## src/rtl/matrix_result_reader_if.sv

```systemverilog
// Row-major element stream from the result reader.
// Plain valid/ready handshake with element coordinates and a last marker.
interface matrix_result_reader_if #(
    parameter int DATA_W = 16
);
    logic              out_valid;
    logic              out_ready;
    logic [DATA_W-1:0] out_data;
    logic [1:0]        out_row;
    logic [1:0]        out_col;
    logic              out_last;

    modport master (
        output out_valid,
        output out_data,
        output out_row,
        output out_col,
        output out_last,
        input  out_ready
    );

    modport slave (
        input  out_valid,
        input  out_data,
        input  out_row,
        input  out_col,
        input  out_last,
        output out_ready
    );
endinterface

```

## src/rtl/matrix_result_reader.sv

```systemverilog
// Snapshots an NxN result matrix on the rising edge of done_in and
// streams it row-major over a valid/ready interface.
module matrix_result_reader #(
    parameter int N      = 4,
    parameter int DATA_W = 16
) (
    input  logic                              clk,
    input  logic                              rst,
    input  logic                              done_in,
    input  logic [0:N-1][0:N-1][DATA_W-1:0]   c_in,
    matrix_result_reader_if.master            strm,
    output logic                              busy,
    output logic                              overrun
);

    typedef enum logic {
        IDLE,
        STREAM
    } state_t;

    localparam logic [1:0] LAST = 2'(N - 1);

    state_t state_q, state_d;
    logic [1:0] row_q, row_d;
    logic [1:0] col_q, col_d;
    logic [0:N-1][0:N-1][DATA_W-1:0] snap_q;
    logic done_q;
    logic load;
    logic ovr_set;
    logic cap;
    logic at_end;
    logic valid;
    logic xfer;

    assign cap    = done_in && !done_q;
    assign at_end = (row_q == LAST) && (col_q == LAST);
    assign valid  = (state_q == STREAM);
    assign xfer   = valid && strm.out_ready;

    always_ff @(posedge clk) begin
        if (rst) begin
            state_q <= IDLE;
            row_q   <= '0;
            col_q   <= '0;
            snap_q  <= '0;
            done_q  <= 1'b1;
            overrun <= 1'b0;
        end else begin
            state_q <= state_d;
            row_q   <= row_d;
            col_q   <= col_d;
            done_q  <= done_in;
            if (load)
                snap_q <= c_in;
            if (ovr_set)
                overrun <= 1'b1;
        end
    end

    always_comb begin
        state_d = state_q;
        row_d   = row_q;
        col_d   = col_q;
        load    = 1'b0;
        ovr_set = 1'b0;
        unique case (state_q)
            IDLE: begin
                if (cap) begin
                    load    = 1'b1;
                    row_d   = '0;
                    col_d   = '0;
                    state_d = STREAM;
                end
            end
            STREAM: begin
                if (xfer && at_end) begin
                    row_d = '0;
                    col_d = '0;
                    // A new result landing on the final beat chains straight on
                    if (cap)
                        load = 1'b1;
                    else
                        state_d = IDLE;
                end else begin
                    if (xfer) begin
                        if (col_q == LAST) begin
                            col_d = '0;
                            row_d = row_q + 2'd1;
                        end else begin
                            col_d = col_q + 2'd1;
                        end
                    end
                    if (cap)
                        ovr_set = 1'b1;
                end
            end
            default: state_d = IDLE;
        endcase
    end

    assign strm.out_valid = valid;
    assign strm.out_data  = valid ? snap_q[row_q][col_q] : '0;
    assign strm.out_row   = valid ? row_q : 2'd0;
    assign strm.out_col   = valid ? col_q : 2'd0;
    assign strm.out_last  = valid && at_end;
    assign busy           = valid;

endmodule

```

## src/flat_wrapper.sv

```systemverilog
// flat-port wrapper written by rule: the top's interface ports become plain ports
module matrix_result_reader_flat 
#(
    parameter int N      = 4,
    parameter int DATA_W = 16
)
  (clk, rst, done_in, c_in, busy, overrun, strm_out_valid, strm_out_data, strm_out_row, strm_out_col, strm_out_last, strm_out_ready);
  matrix_result_reader_if #(.DATA_W(DATA_W)) strm_i ();
  input  logic clk;
  input  logic rst;
  input  logic done_in;
  input  logic [0:N-1][0:N-1][DATA_W-1:0] c_in;
  output logic busy;
  output logic overrun;
  output wire logic [$bits(strm_i.out_valid)-1:0] strm_out_valid;
  output wire logic [$bits(strm_i.out_data)-1:0] strm_out_data;
  output wire logic [$bits(strm_i.out_row)-1:0] strm_out_row;
  output wire logic [$bits(strm_i.out_col)-1:0] strm_out_col;
  output wire logic [$bits(strm_i.out_last)-1:0] strm_out_last;
  input wire logic [$bits(strm_i.out_ready)-1:0] strm_out_ready;
  assign strm_out_valid = strm_i.out_valid;
  assign strm_out_data = strm_i.out_data;
  assign strm_out_row = strm_i.out_row;
  assign strm_out_col = strm_i.out_col;
  assign strm_out_last = strm_i.out_last;
  assign strm_i.out_ready = strm_out_ready;
  matrix_result_reader #(.N(N), .DATA_W(DATA_W)) u_core (.clk(clk), .rst(rst), .done_in(done_in), .c_in(c_in), .strm(strm_i), .busy(busy), .overrun(overrun));
endmodule
```

## config.mk

```make
export PLATFORM = sky130hd
export DESIGN_NAME = matrix_result_reader_flat
export DESIGN_NICKNAME = d
export VERILOG_FILES = /design/src/rtl/matrix_result_reader_if.sv /design/src/rtl/matrix_result_reader.sv /design/src/flat_wrapper.sv
export SDC_FILE = /design/constraint.sdc
export NUM_CORES = 1
export LEC_CHECK = 0
export CAP_MARGIN = 20
export CORE_ASPECT_RATIO = 1.75
export CORE_MARGIN = 4
export CORE_UTILIZATION = 49
export CTS_CLUSTER_DIAMETER = 60
export CTS_CLUSTER_SIZE = 14
export DETAILED_ROUTE_END_ITERATION = 8
export GPL_ROUTABILITY_DRIVEN = 0
export PLACE_DENSITY = 0.84
export REMOVE_ABC_BUFFERS = 1
export SYNTH_ARGS = -nofsm -noshare
export SYNTH_HDL_FRONTEND = slang
export SYNTH_SLANG_ARGS = --single-unit
```

## constraint.sdc

```tcl
create_clock -name clk -period 2.44 [get_ports clk]
set_clock_uncertainty 0.15 [all_clocks]
set_input_delay 0.366 -clock clk [delete_from_list [all_inputs] [get_ports clk]]
set_output_delay 0.366 -clock clk [all_outputs]
set_load 0.02 [all_outputs]
```

==> results.cfg, run 1 <==
[outcome]
outcome = finished with violations
violations = negative setup slack

[worst_setup_path]
cp-end-kind = output port
path_cells = buf_6 > buf_4 > mux4_2 > mux2i_1 > o21ai_1 > buf_4
timing_worst_setup_path_type = reg2out
crit_top_cell = buf_4
worst-path-max-fanout = 5
crit_required_ns = 1.92
cp_slowest_stage_delay_ns = 0.50
worst_path_max_delay_cell = mux4_2
worst_ep_arrival_time_ns = 2.23
start_kind = flop

[cts]
htree_levels = 1
clock_latency_ns = 0.50
cts_tree = yes
clock_sinks = 263
numCtsBuffers = 22
cts-hold-fix-buffers = 0
path_clk_slew_ns = 0.07
cts_buffer_depth = 3
cts_root_buffer = clkbuf_16

[logic_synthesis]
ys_types = 36
synthesis.instances = 1346
async_flop_share = 0
yosys.area.top_type_share = 0.470
synth_seq_area_share = 0.470
ys_warn_count = 0
syn_avg_cell_area_um2 = 8.32
ys.flop_type = dfxtp_1
yosysTopAreaCell = dfxtp_1
synth_area_leaders = dfxtp_1 (47%), nand2_1 (18%), a21oi_1 (12%)
syn_area_mm2 = 0.0112
synth_edf_count = 0
ys_ff_latch = 263

[global_routing]
grt_overflow = 0
grt_max_degree = 67
grtUsageTotal = 0.279
grt_pass1_vias = 11200
antenna_found_initial = 5
grt_pass1_wl_mm = 56.2

[die]
die_w_um = 122
core_mm2 = 0.0223
die-area_mm2 = 0.0254
fp-row-count = 72
die_y_um = 208
io_pins = 284
initial_core_util = 0.501

[final_layout]
syn_to_final_growth_pct = 43.1
fin_area_mm2 = 0.0160
final_nets = 1905
final_util = 0.717
drive_gt1_frac = 0.143
fillerInstances = 1556
instances_no_fill = 1946

[power]
power.internal_w = 0.00672
vdd_drop_max_v = 0.000467
seqPwrFrac = 0.517
sw_frac_of_total = 0.231
p_per_area_mw_per_mm2 = 545
p_switching_w = 0.00202
combPwrFrac = 0.124
p_leak_nw = 5.57
clkPwrFrac = 0.359

[route]
via_per_inst = 5.66
drt_pass1_iterations = 5
ant_nets = 0
drc = 0
drt_wl_total_mm = 38.1
avgRoutedWirePerCell_um = 19.6
first_iter_violations = 811
vias = 11000

[placement]
io_buffers = 283
place_ws_ns = -0.231
placed_cell_area_mm2 = 0.0146
post-place-cells = 1877
place_hpwl_mm = 25.8

[run]
maxCapViolCount = 0

[timing]
rsz0062_at_grt = true
worst_slew_pin_slew_ns = 0.527
setup_slack_ns = -0.303
finalCritPeriodShare = 1.12
timing.setup.tns_ns = -3.31
fmax_mhz = 365
drv_slew = 0
maxSlewHeadroom = 0.649
period_needed_ns = 2.74
setup_viol = 16
hold_viol = 0

[hold_path]
hold_path.class = in2reg
-- critical path, delay by kind of cell, from the launching register on --
kind	cells	cell delay, ns
buffers and inverters	3	0.46
multiplexers	2	0.75
AO/OA/AOI/OAI	1	0.10
flip-flops	1	0.42
-- power groups by stage --
stage / combinational, W / sequential [W] / clock [W]
global route: 0.00116 / 0.00453 / 0.00335
CTS: 0.00102 / 0.00451 / 0.00318
floorplan: 0.000338 / 0.00459 / 0
global placement: 0.000970 / 0.00460 / 0
finish: 0.00108 / 0.00452 / 0.00314
detailed placement: 0.000991 / 0.00461 / 0
-- synthesized netlist by cell type, drive strengths merged (4+ instances only) --
cell type  count
and2           4
mux4          43
nor2           6
a221oi        11
buf           73
dfxtp        263
clkbuf        40
nor2b          4
a311oi         4
o21ai         22
o2111ai        4
nand2        528
mux2i         53
a22oi          6
a21oi        266
-- timing repair --
item,4_1_cts,5_1_grt
buffers inserted,22,8
pin swaps,10,12
gates cloned,4,5
endpoints found under the setup margin,101,232
gates resized for setup,132,55
-- cell type report --
cell class | instances | area [um2] | area share
clock inverters | 1 | 5.00 | 0.000312
inverters | 2 | 7.51 | 0.000468
repair buffers | 386 | 4210 | 0.263
diodes | 6 | 15.0 | 0.000937
well taps | 296 | 370 | 0.0231
multi-input cells | 968 | 5560 | 0.347
flip-flops and latches | 263 | 5280 | 0.329
clock buffers | 24 | 579 | 0.0361
-- cells by family after synthesis --
kind of cell             share of synthesized area
flip-flops                                   0.470
AND/OR/NAND/NOR                              0.188
buffers and inverters                       0.0525
AO/OA/AOI/OAI                                0.153
multiplexers                                 0.134
adder cells (fa/ha/maj)                    0.00223
-- per-layer routing --
| metal | global-route usage | wire length, um | vias to the layer above |
|---|---|---|---|
| met5 | 0 | 0 | - |
| met1 | 0.284 | 12500 | 5176 |
| met3 | 0.0342 | 2290 | 158 |
| met2 | 0.507 | 20600 | 553 |
| met4 | 0.203 | 2740 | 0 |
| li1 | - | - | 5127 |
-- path summary, 6_finish.rpt --
check | startpoint | endpoint | slack [ns] | cells past startpoint
setup reg to reg | u_core.col_q[0] | u_core.snap_q[112] | 0.10 | 11
hold / removal | rst | u_core.snap_q[105] | 0.12 | 2
setup / recovery | u_core.col_q[0] | strm_out_data[6] | -0.30 | 6
hold reg to reg | u_core.snap_q[18] | u_core.snap_q[18] | 0.30 | 2
-- layout by cell type (no fill, tap or decap), types with 7 or more instances in the layout --
| cell type | Yosys | layout |
|---|---|---|
| nand2_1 | 528 | 526 |
| clkdlybuf4s50_1 | 0 | 262 |
| a21oi_1 | 265 | 260 |
| dfxtp_1 | 263 | 260 |
| buf_4 | 8 | 63 |
| mux2i_1 | 53 | 47 |
| mux4_2 | 43 | 43 |
| clkbuf_16 | 0 | 28 |
| buf_12 | 0 | 28 |
| buf_6 | 6 | 15 |
| o21ai_1 | 3 | 14 |
| a221oi_2 | 0 | 7 |
-- state kept, by name, indices dropped and copies added, names as in the netlist --
name / flops
u_core.snap_q: 256
u_core.col_q: 2
u_core.row_q: 2
u_core.busy: 1
u_core.done_q: 1
u_core.overrun: 1
-- stage by stage --
stage | hold WS, ns | total power [W]
floorplan | 0.277 | 0.00493
global placement | 0.290 | 0.00557
detailed placement | 0.295 | 0.00560
CTS | 0.130 | 0.00871
global route | 0.148 | 0.00903
finish | 0.123 | 0.00874
(Power assumes the default switching activity.)
==> run 2: changes to the inputs <==
Settings changed: CORE_UTILIZATION 49 to 45, PLACE_DENSITY 0.84 to 0.81.
Clock period 2.44 ns to 2.43 ns, I/O delays scaled along.
==> results.cfg, run 2 (synthesis results as in run 1) <==
[cts]
htree_levels = 1
cts_tree = yes
path_clk_slew_ns = 0.06
clock_sinks = 263
cts_root_buffer = clkbuf_16
clock_latency_ns = 0.51
cts-hold-fix-buffers = 0
numCtsBuffers = 22
cts_buffer_depth = 3

[route]
vias = 10900
via_per_inst = 5.49
drt_pass1_iterations = 5
avgRoutedWirePerCell_um = 18.7
ant_nets = 0
drt_wl_total_mm = 36.9
first_iter_violations = 736
drc = 0

[power]
vdd_drop_max_v = 0.000488
p_leak_nw = 5.61
p_per_area_mw_per_mm2 = 549

[final_layout]
largest_reg_flops = 256
final_util = 0.656
final_common_cell = nand2_1
syn_to_final_growth_pct = 43.7
final_cell_mix = nand2_1 (527), a21oi_1 (261), clkdlybuf4s50_1 (261)
fillerInstances = 1915
final_nets = 1917
regMostFlops = u_core.snap_q
drive_gt1_frac = 0.149
reg.largest.list = u_core.snap_q (256), u_core.col_q (2), u_core.row_q (2)

[worst_setup_path]
path_cells = buf_8 > buf_8 > mux4_2 > a311oi_2 > a21oi_1 > buf_4
worst-path-max-fanout = 6
crit_buf_inv = 3
start_kind = flop
cp-end-kind = output port
crit_required_ns = 1.92
worst_ep_arrival_time_ns = 2.22
timing_worst_setup_path_type = reg2out
crit_top_cell = buf_8
cp_top_family = multiplexers
worst_path_max_delay_cell = mux4_2
cp_slowest_stage_delay_ns = 0.53

[die]
die_y_um = 217
die-area_mm2 = 0.0276
initial_core_util = 0.456
fp-row-count = 76
io_pins = 284
core_mm2 = 0.0245
die_w_um = 127

[outcome]
outcome = finished with violations
violations = negative setup slack

[timing]
worst_slew_pin_slew_ns = 0.807
timing.setup.tns_ns = -3.00
fmax_mhz = 366
setup_slack_ns = -0.304
hold_viol = 0
maxSlewHeadroom = 0.462
finalCritPeriodShare = 1.12
setup_viol = 16
period_needed_ns = 2.73
drv_slew = 0
rsz0062_at_grt = true

[global_routing]
grtUsageTotal = 0.242
grt_pass1_vias = 10900
grt_pass1_wl_mm = 53.2
antenna_found_initial = 10
grt_overflow = 0
grt_max_degree = 112

[placement]
place_hpwl_mm = 25.2
io_buffers = 283

[run]
maxCapViolCount = 0

[hold_path]
hold_path.class = in2reg
==> run 2: changes by cell type in the layout (fill, tap and decap cells not counted), moves of 3 or more <==
cell	change
buf_4	+15
buf_16	-3
mux2i_1	+4
o21ai_2	+3
buf_8	+3
mux2i_2	-4
buf_6	-6
==> run 2: power breakdown <==
part / internal (W) / total [W] / switching, W
Combinational: 0.000632 / 0.00109 / 0.000458
Sequential: 0.00445 / 0.00453 / 0.0000805
Clock: 0.00171 / 0.00321 / 0.00149
Total: 0.00680 / 0.00883 / 0.00203
==> run 2: metrics by stage <==
step	cell area (um2)	hold WS, ns	instances	setup WS, ns	power [W]
after floorplan	10600	0.277	1233	-6.46	0.00495
after global routing	16100	0.252	1976	-0.349	0.00908
final	16100	0.250	1976	-0.304	0.00883
after CTS	15700	0.238	1951	-0.252	0.00882
after detailed placement	14800	0.295	1904	-0.145	0.00565
after global placement	14800	0.287	1904	-0.123	0.00562
==> run 2: path summary, 6_finish.rpt <==
path	startpoint	endpoint	slack [ns]	cells after the start
setup reg to reg	u_core.col_q[0]	u_core.snap_q[106]	0.04	10
setup / recovery	u_core.col_q[0]	strm_out_data[10]	-0.30	6
hold reg to reg	u_core.snap_q[30]	u_core.snap_q[30]	0.31	2
hold / removal	c_in[243]	u_core.snap_q[243]	0.25	3
==> run 2: timing repair <==
| item | CTS | global route |
|---|---|---|
| gates resized for setup | 148 | 45 |
| setup buffers | 15 | 17 |
| hold endpoints to repair | 0 | 0 |
| gates cloned | 5 | 5 |
| pin swaps | 9 | 16 |
| setup endpoints to repair | 21 | 18 |
==> run 2: per-layer routing <==
layer	part of all wire	global-route usage	wire [um]	vias up
li1	-	-	-	5156
met1	0.34	0.242	12500	5090
met2	0.54	0.443	20000	448
met3	0.052	0.0353	1930	148
met4	0.065	0.180	2400	8
met5	0.0017	0	61	-
==> run 2: cell type report <==
class / count / area [um2] / share of cell area
antenna: 6 / 15.0 / 0.000933
clock buffer: 27 / 601 / 0.0373
inverter: 2 / 7.51 / 0.000467
multi-input combinational: 969 / 5570 / 0.346
sequential: 263 / 5270 / 0.328
tap: 312 / 390 / 0.0243
timing repair buffer: 397 / 4230 / 0.263
==> run 2: worst min-delay path, cell delays in order <==
cell             delay (ns)
clkdlybuf4s50_1        0.39
nand2_1                0.05
a21oi_1                0.05
==> run 3: changes to the inputs <==
Settings changed: ABC_AREA set to 0, CELL_PAD_IN_SITES_DETAIL_PLACEMENT set to 2, CELL_PAD_IN_SITES_GLOBAL_PLACEMENT set to 2, CORE_UTILIZATION 45 to 26.
==> results.cfg, run 3 (synthesis results as in run 1) <==
[timing]
timing.hold.ws_ns = 0.233
setup_viol = 16
worst_slew_pin_slew_ns = 0.598
rsz0062_at_grt = true
drv_slew = 0
hold_viol = 0
period_needed_ns = 2.77
maxSlewHeadroom = 0.601
fmax_mhz = 361
finalCritPeriodShare = 1.14
setup_slack_ns = -0.337

[cts]
clock_sinks = 263
htree_levels = 1
path_clk_slew_ns = 0.07
numCtsBuffers = 24
clock_latency_ns = 0.53
cts_root_buffer = clkbuf_16
cts_buffer_depth = 3
cts_tree = yes

[route]
drc = 0
first_iter_violations = 421
vias = 10900
drt_wl_total_mm = 49.1
drt_pass1_iterations = 4
avgRoutedWirePerCell_um = 21.8
via_per_inst = 4.87
ant_nets = 0

[hold_path]
hold_depth = 3
min_from = c_in[73]
hold_path.class = in2reg

[worst_setup_path]
crit_required_ns = 1.92
reg2reg_depth = 10
crit_top_cell = buf_4
cp.depth = 9
cp_slowest_stage_delay_ns = 0.37
cp-end-kind = output port
timing_worst_setup_path_type = reg2out
worst_path_max_delay_cell = dfxtp_4
worst_ep_arrival_time_ns = 2.25
reg2reg_setup_slack_ns = 0.12
crit_start = u_core.row_q[0]
start_kind = flop
r2r_start = u_core.col_q[0]
path_cells = buf_12 > buf_4 > buf_16 > buf_4 > mux2i_1 > a221oi_1 > o21ai_1 > o21ai_1 > buf_4
cp_top_family = buffers and inverters
worst-path-max-fanout = 6
crit_buf_inv = 5

[final_layout]
final_util = 0.389
drive_gt1_frac = 0.164
final_nets = 1934
largest_reg_flops = 256
final_cell_mix = nand2_1 (528), a21oi_1 (261), clkdlybuf4s50_1 (261)
syn_to_final_growth_pct = 47.7
regMostFlops = u_core.snap_q
fillerInstances = 4729
reg.largest.list = u_core.snap_q (256), u_core.col_q (2), u_core.row_q (2)
fin_area_mm2 = 0.0165
final_common_cell = nand2_1

[run]
maxCapViolCount = 0

[placement]
place_hpwl_mm = 35.6
placed_cell_area_mm2 = 0.0152
io_buffers = 283

[global_routing]
grt_pass1_vias = 12600
grt_pass1_wl_mm = 71.7
grtUsageTotal = 0.200
grt_overflow = 0
antenna_found_initial = 8
grt_max_degree = 75

[power]
p_leak_nw = 5.68
vdd_drop_max_v = 0.000324
p_total_w = 0.00926
p_per_area_mw_per_mm2 = 560

[die]
fp-row-count = 100
initial_core_util = 0.263
io_pins = 284
die_y_um = 283
die-area_mm2 = 0.0466
core_mm2 = 0.0425
die_w_um = 165

[outcome]
outcome = finished with violations
violations = negative setup slack
[run 3: cell count changes in the layout (fill, tap and decap cells not counted), moves of 2 or more]
cell / delta
a221oi_1: -2
a221oi_2: +3
buf_16: -2
buf_4: +16
buf_6: +6
diode_2: +3
inv_6: +2
mux2i_1: -6
mux2i_2: +6
o21ai_0: +2
o21ai_1: -3
[run 3: layout make-up]
class	instances	area (um2)	area share
inverters	2	7.51	0.000454
diodes	9	22.5	0.00136
repair buffers	412	4260	0.257
flip-flops and latches	263	5270	0.319
clock inverters	4	36.3	0.00219
well taps	561	702	0.0424
multi-input cells	969	5610	0.339
clock buffers	28	637	0.0385
[run 3: routing by layer]
| layer | vias up | global-route usage | wire, um |
|---|---|---|---|
| li1 | 5180 | - | - |
| met4 | 0 | 0.0852 | 2230 |
| met2 | 258 | 0.408 | 28300 |
| met1 | 5416 | 0.198 | 16900 |
| met3 | 93 | 0.0191 | 1580 |
| met5 | - | 0 | 0 |
[run 3: stage by stage]
stage	setup TNS [ns]	worst slack (ns)	cells
final	-4.12	-0.337	2248
after global routing	-5.65	-0.425	2248
after CTS	-4.83	-0.339	2228
after detailed placement	-2.51	-0.254	2175
after global placement	-2.02	-0.252	2175
after floorplan	-1694.26	-6.46	1233
[run 3: repair_timing]
action,4_1_cts,5_1_grt
buffers inserted,18,12
pin swaps,14,18
hold buffers,0,0
gates resized for setup,155,33
gates cloned,4,2
setup endpoints to repair,34,103
[run 3: final timing paths]
path	end
max reg2reg	u_core.snap_q[185]
min reg2reg	u_core.snap_q[253]
max	strm_out_data[8]
min	u_core.snap_q[73]
[run 3: worst reg2reg max path, cell delays in order, from the launching register on]
cell,delay (ns)
dfxtp_4,0.42
buf_6,0.14
buf_4,0.14
ha_2,0.28
nand3_4,0.14
a21oi_4,0.18
buf_4,0.15
buf_12,0.17
buf_12,0.18
nand2_1,0.11
a21oi_1,0.17
[run 3: power breakdown]
group          internal (W)  total [W]  switching (W)
logic              0.000634    0.00114       0.000510
clock network       0.00186    0.00358        0.00172
registers           0.00445    0.00454      0.0000856
